**config.mk**
```make
export PLATFORM = sky130hd
export DESIGN_NAME = sonata_pin_sampler
export DESIGN_NICKNAME = d
export VERILOG_FILES = /design/src/rtl/sonata_pin_sampler.sv
export SDC_FILE = /design/constraint.sdc
export NUM_CORES = 1
export LEC_CHECK = 0
export CORE_UTILIZATION = 35
export CTS_CLUSTER_DIAMETER = 50
export DETAILED_ROUTE_END_ITERATION = 8
export HOLD_SLACK_MARGIN = 0.05
export MAX_ROUTING_LAYER = met4
export PLACE_DENSITY = 0.51
export SYNTH_ARGS = -nofsm -noshare
export SYNTH_HDL_FRONTEND = slang
export SYNTH_SLANG_ARGS = --single-unit
```
**constraint.sdc**
```tcl
create_clock -name clk_i -period 2.85 [get_ports clk_i]
set_input_delay 0.57 -clock clk_i [delete_from_list [all_inputs] [get_ports clk_i]]
set_output_delay 0.57 -clock clk_i [all_outputs]
set_load 0.02 [all_outputs]
```
**src/rtl/sonata_pin_sampler.sv**
```systemverilog
// Input pin sampler: per-pin 2-flop synchroniser and debouncer, with a queue of
// pin-change events handed out over a valid/ready handshake.
module sonata_pin_sampler #(
  parameter int NumPins        = 8,
  parameter int DebounceCycles = 4,
  parameter int FifoDepth      = 4,
  parameter int IdxW           = (NumPins > 1) ? $clog2(NumPins) : 1
) (
  input  logic               clk_i,
  input  logic               rst_i,
  input  logic [NumPins-1:0] pins_i,
  input  logic               enable_i,
  output logic [NumPins-1:0] pins_o,
  output logic               event_valid_o,
  input  logic               event_ready_i,
  output logic [IdxW-1:0]    event_pin_o,
  output logic               event_level_o,
  output logic               overflow_o,
  input  logic               clear_overflow_i
);

  localparam int CntW = $clog2(DebounceCycles + 1);
  localparam int IdxF = $clog2(FifoDepth);
  localparam logic [CntW-1:0] CntMax = CntW'(DebounceCycles - 1);

  typedef struct packed {
    logic [IdxW-1:0] pin;
    logic            level;
  } event_t;

  logic [NumPins-1:0] sync1, sync2;
  logic [CntW-1:0]    cnt [NumPins];
  logic [NumPins-1:0] pending, pending_next, chg;
  logic               ovf_set;

  event_t             mem [FifoDepth];
  logic [IdxF:0]      wptr, rptr;
  logic [IdxF-1:0]    rd_lo, head_addr;
  logic               empty, full, pop, push, can_accept, any_pending;
  logic [IdxW-1:0]    sel;

  // chg marks the cycle in which pins_o is about to flip on the next edge.
  always_comb begin
    for (int p = 0; p < NumPins; p++) begin
      chg[p] = (sync2[p] != pins_o[p]) && (cnt[p] == CntMax);
    end
  end

  assign empty      = (wptr == rptr);
  assign full       = (wptr[IdxF] != rptr[IdxF]) && (wptr[IdxF-1:0] == rptr[IdxF-1:0]);
  assign pop        = event_valid_o && event_ready_i;
  assign can_accept = !full || pop;

  // Lowest-index pending pin wins arbitration.
  always_comb begin
    // NOTE: every always_comb output gets a default first so no latch is inferred.
    sel         = '0;
    any_pending = 1'b0;
    for (int p = NumPins - 1; p >= 0; p--) begin
      if (pending[p]) begin
        sel         = IdxW'(p);
        any_pending = 1'b1;
      end
    end
  end

  assign push = any_pending && can_accept;

  always_comb begin
    pending_next = pending;
    ovf_set      = 1'b0;
    if (push) pending_next[sel] = 1'b0;
    if (enable_i) begin
      for (int p = 0; p < NumPins; p++) begin
        if (chg[p]) begin
          // A pin that flips again before its event left is coalesced into one.
          if (pending[p] && !(push && sel == IdxW'(p))) ovf_set = 1'b1;
          pending_next[p] = 1'b1;
        end
      end
    end
  end

  always_ff @(posedge clk_i) begin
    if (rst_i) begin
      sync1      <= '0;
      sync2      <= '0;
      pins_o     <= '0;
      pending    <= '0;
      wptr       <= '0;
      rptr       <= '0;
      overflow_o <= 1'b0;
      for (int p = 0; p < NumPins; p++) cnt[p] <= '0;
    end else begin
      // NOTE: sequential state uses non-blocking assignments so sync1->sync2 is a true two-stage chain.
      sync1   <= pins_i;
      sync2   <= sync1;
      pending <= pending_next;
      for (int p = 0; p < NumPins; p++) begin
        if (sync2[p] == pins_o[p]) begin
          cnt[p] <= '0;
        end else if (cnt[p] == CntMax) begin
          pins_o[p] <= sync2[p];
          cnt[p]    <= '0;
        end else begin
          cnt[p] <= cnt[p] + 1'b1;
        end
      end
      if (push) wptr <= wptr + 1'b1;
      if (pop)  rptr <= rptr + 1'b1;
      if (ovf_set)               overflow_o <= 1'b1;
      else if (clear_overflow_i) overflow_o <= 1'b0;
    end
  end

  // NOTE: the storage is reset because the head is read straight from it and must read 0 after reset.
  always_ff @(posedge clk_i) begin
    if (rst_i) begin
      for (int i = 0; i < FifoDepth; i++) mem[i] <= '0;
    end else if (push) begin
      mem[wptr[IdxF-1:0]] <= '{pin: sel, level: pins_o[sel]};
    end
  end

  // When empty, show the most recently popped entry so the head holds its value.
  assign rd_lo         = rptr[IdxF-1:0];
  assign head_addr     = empty ? (rd_lo - 1'b1) : rd_lo;
  assign event_valid_o = !empty;
  assign event_pin_o   = mem[head_addr].pin;
  assign event_level_o = mem[head_addr].level;

endmodule

```
# Yosys cells after proc, flatten, opt, wreduce, memory -nomap -nowiden
# Memory sizes are Yosys's and may differ from the RTL's.
# Index checks and enable logic that the tools add are counted.
# totals
register_bits	39
mem_bits_rw	40
in_bits	13
output_inout_bits	14
elab_cells	321
mem_count	2
# op_classes
n_addsub	11
magnitude_cmp	2
n_eq_ne	34
mux	174
bitwise_logic	34
n_reduce_logical	50
# memory_table
name	words	word_bits	read_ports	rd_clocked_by_memory_dff	write_ports	line_no	source
cnt	8	3	8	0	8	32	logic [CntW-1:0] cnt [NumPins];
mem	4	4	1	0	4	36	event_t mem [FifoDepth];
# ops
cell	count
$mux W1	135
$mux W3	32
$add A3 B1 Y3 const B	10
$eq A3 B2 Y1 const B	10
$logic_and A1 B1 Y1	28
$or A1 B1 Y1	24
$mux W8	2
$reduce_and A2 Y1	8
$eq A3 B3 Y1 const B	4
$logic_not A1 Y1	10
$ne A1 B1 Y1	9
$and A8 B8 Y8	1
$eq A1 B1 Y1	8
$not A1 Y1	8
$not A8 Y8	1
$lt A3 B4 Y1 const B	1
$mux W2	2
$mux W4	1
$reduce_or A4 Y1	1
$bmux W1 S3	1
$demux W1 S3	1
$eq A3 B1 Y1 const B	1
$eq A3 B3 Y1	1
$ge A3 B1 Y1 const B	1
5 further kinds	5

# Depth between registers and ports, before layout
# depth
word_depth	34
ltp_mapped	6
depth_no_buf	6

# Worst setup path before layout
# Ideal clock, no wire load.
# synth_path
kind	register to output
start	register wptr[0]
end	output port event_level_o
arrival_time_ns	2.051
required_ns	2.280
path_slack_ns	0.229
path_stages_with_launch	5
path_buffers	0
path_cell_list	dfxtp_1 -> xnor2_1 -> nand3b_1 -> xor2_1 -> mux4_2
# synth_via
elab_chain_len	3
# synth_lines
item	line_no	source
from (decl)	37	logic [IdxF:0] wptr, rptr;
from (signal assigned)	109	if (push) wptr <= wptr + 1'b1;
$eq A3 B3 Y1	49	assign empty = (wptr == rptr);
$mux W2	127	assign head_addr = empty ? (rd_lo - 1'b1) : rd_lo;
$mem_v2 Z4 W4	-	
to (decl)	17	output logic event_level_o,
# Every way passes these cells.

# Worst setup path after layout
# layout_path
start	register rptr[2]
end	output port event_pin_o[0]
# layout_via
elab_chain_len	3
# layout_lines
item	line_no	source
from (decl)	37	
from (signal assigned)	110	if (pop) rptr <= rptr + 1'b1;
$eq A3 B3 Y1	49	
$mux W2	127	
$mem_v2 Z4 W4	-	
to (decl)	16	output logic [IdxW-1:0] event_pin_o,
# Every way passes these cells.

==> results.json <==
{
  "status": "complete, no violations",
  "wire_per_inst_um": 12.9,
  "period_minus_slack_ps": 2620,
  "drt_iter0_drc": 123,
  "fp.dieH_um": 104,
  "slew_headroom_pct": 63.3,
  "numCtsBuffers": 9,
  "drt_first_pass_iters": 4,
  "arrival_ps": 2050,
  "met3_usage_pct": 3.82,
  "crit_path_max_fanout": 4,
  "ys_ff_latch": 79,
  "start_util_pct": 36.6,
  "maxCapViolations": 0,
  "place_congestion": 0.812,
  "period_share_pct": 91.9,
  "setup_ws_ps": 231,
  "whs_ps": 442,
  "setup_tns_ps": 0,
  "num_vias": 2458,
  "antenna_found_initial": 0,
  "antenna_cells": 0,
  "rsz0062_at_grt": "no",
  "finalSetupViolCount": 0,
  "r2r_cells": 5,
  "grt_start_max_net_pins": 52,
  "multiInputGateArea_mm2": 0.00164,
  "rows": 36,
  "drc": 0,
  "place_area_mm2": 0.00416,
  "cpPeakStageDelay_ps": 490,
  "viasPerCell": 4.69,
  "final_cell_area_mm2": 0.00435,
  "place_ws_ps": 154,
  "dieWidth_um": 104,
  "grt_pass1_wl_um": 11800,
  "die-area_mm2": 0.0108,
  "register_area_mm2": 0.00199,
  "yosys_warnings": 0,
  "async_flop_share_pct": 0,
  "min_path_cells": 1,
  "antenna_left": 0,
  "drive_above_1_share_pct": 12.5,
  "grt_use_total_pct": 14.2,
  "htree_levels": 3,
  "met2_usage_pct": 22.6,
  "worstSkewPairLatency_ps": 340,
  "tritoncts": "built",
  "crit_path_start_kind": "flop",
  "cpMaxStageDelayCell": "mux4_2",
  "n_fill_cell": 1000,
  "grt.busiest_layer": "met2",
  "grt_overflow": 0,
  "max_freq_ghz": 0.382,
  "grt_pass1_vias": 2436,
  "hold_class": "flop to flop",
  "tightestPinTransition_ps": 544,
  "postRouteWirelength_um": 6750,
  "fin_worst_skew_ps": 6.19,
  "clkTransAtPathRegs_ps": 80,
  "dp_hpwl_um": 4980,
  "hold_viol_final": 0,
  "root_buffer": "clkbuf_8",
  "synthFlopType": "edfxtp_1",
  "coreArea_mm2": 0.00991,
  "synth_cells": 326,
  "port-buffer-count": 26,
  "use_met1_pct": 17.5,
  "cp.required_ps": 2280,
  "io-pin-count": 27,
  "cellLeakagePower_uw": 0.00173,
  "ys_types": 50,
  "synth_seq_area_share_pct": 54.6,
  "critical_path.cell_chain": "xor2_2, nand3b_1, xor2_1, buf_4, mux4_2, clkbuf_2",
  "synth-edff-count": 40,
  "slew_viol_final": 0,
  "vdd_drop_max_mv": 0.262,
  "clockBufferDepth": 2,
  "area_delta_synth_final_pct": 19.8,
  "syn_avg_cell_area_um2": 11.1,
  "nets": 417,
  "worst_setup_path_end_kind": "output port",
  "clkSinkCount": 79,
  "syn-cell-area_mm2": 0.00363,
  "p_per_area_mw_per_mm2": 510,
  "setup.worst_path.class": "flop to output port"
}
## path summary, 6_finish.rpt
path / slack [ps] / end / startpoint
min reg2reg: 440 / sync2[4] / sync1[4]
min: 440 / sync2[4] / sync1[4]
max: 230 / event_pin_o[0] / rptr[2]
max reg2reg: 560 / mem[3][0] / pending[6]
## cell type report
class	count	share of cell area [%]
flip-flops and latches	79	45.6
multi-input cells	246	37.8
repair buffers	37	7.30
well taps	133	3.82
clock buffers	10	2.93
clock inverters	6	1.41
inverters	13	1.12
## cells in the final DEF (no fill, tap or decap), types with 12 or more instances in the layout
cell	instances
clkdlybuf4s50_1	21
dfxtp_1	36
ha_1	18
edfxtp_1	40
nand3_1	12
nor2_1	57
conb_1	24
a21oi_1	15
nand2_1	16
inv_1	13
nor2b_1	18
## report_power, final
part	leakage, µW	total (µW)	switching (µW)	internal [µW]
clock network	0.0000859	805	405	400
registers	0.000732	1240	15.5	1230
logic	0.000914	172	91.5	80.2
## per-layer routing
| layer | vias up | part of all wire [%] | wire length (µm) |
|---|---|---|---|
| li1 | 1259 | - | - |
| met1 | 1156 | 48 | 3250 |
| met2 | 36 | 47 | 3190 |
| met3 | 7 | 3.2 | 219 |
| met4 | 0 | 1.2 | 83 |
| met5 | - | 0 | 0 |
## cells by family (layout without fill, tap and decap cells)
| family | count (synthesis) | after routing | share of synthesized area, % |
|---|---|---|---|
| multiplexers | 14 | 14 | 5.27 |
| flip-flops | 79 | 79 | 54.6 |
| XOR/XNOR | 16 | 16 | 3.86 |
| adder cells (fa/ha/maj) | 18 | 18 | 6.20 |
| AO/OA/AOI/OAI | 39 | 39 | 7.82 |
| other | 1 | 24 | 0.103 |
| AND/OR/NAND/NOR | 135 | 135 | 19.0 |
| buffers and inverters | 24 | 66 | 3.14 |
## per-stage QoR
| stage | utilization (%) | cells | total power [µW] |
|---|---|---|---|
| 2_1_floorplan | - | 349 | 1380 |
| 3_3_place_gp | 41.9 | 508 | 1450 |
| 3_5_place_dp | 41.9 | 508 | 1450 |
| 4_1_cts | 44.0 | 524 | 2250 |
| 5_1_grt | 43.9 | 524 | 2320 |
| 6_report | 43.9 | 524 | 2220 |
## synthesized netlist by cell type (all sizes together), types with 5 or more instances
master / n / area share [%]
nand2: 16 / 1.7
clkbuf: 9 / 1.5
edfxtp: 40 / 33
inv: 13 / 1.3
nor2b: 18 / 3.1
a21oi: 15 / 2.1
mux2i: 9 / 2.5
dfxtp: 39 / 22
xor2: 12 / 2.9
nand3: 12 / 1.7
a32oi: 5 / 1.2
nor2: 57 / 5.9
ha: 18 / 6.2
and3: 9 / 1.6
## worst max-delay path: cells and delay by family, from the launching register on
family / cells / cell delay, ps
XOR/XNOR: 2 / 350
buffers and inverters: 2 / 340
AND/OR/NAND/NOR: 1 / 180
multiplexers: 1 / 490
flip-flops: 1 / 340
## state kept, by name (all words and copies together), names as in the netlist
| register | flops |
|---|---|
| cnt | 24 |
| wptr | 3 |
| sync1 | 8 |
| rptr | 3 |
| pending | 8 |
| mem | 16 |
| pins_o | 8 |
| overflow_o | 1 |
| sync2 | 8 |
## what timing repair did
item,4_1_cts,5_1_grt
resized for setup,6,12
pin swaps,0,1
setup endpoints to repair,4,4
hold buffers,0,0
buffers inserted,0,0
gates cloned,0,0
(Power assumes the default switching activity.)
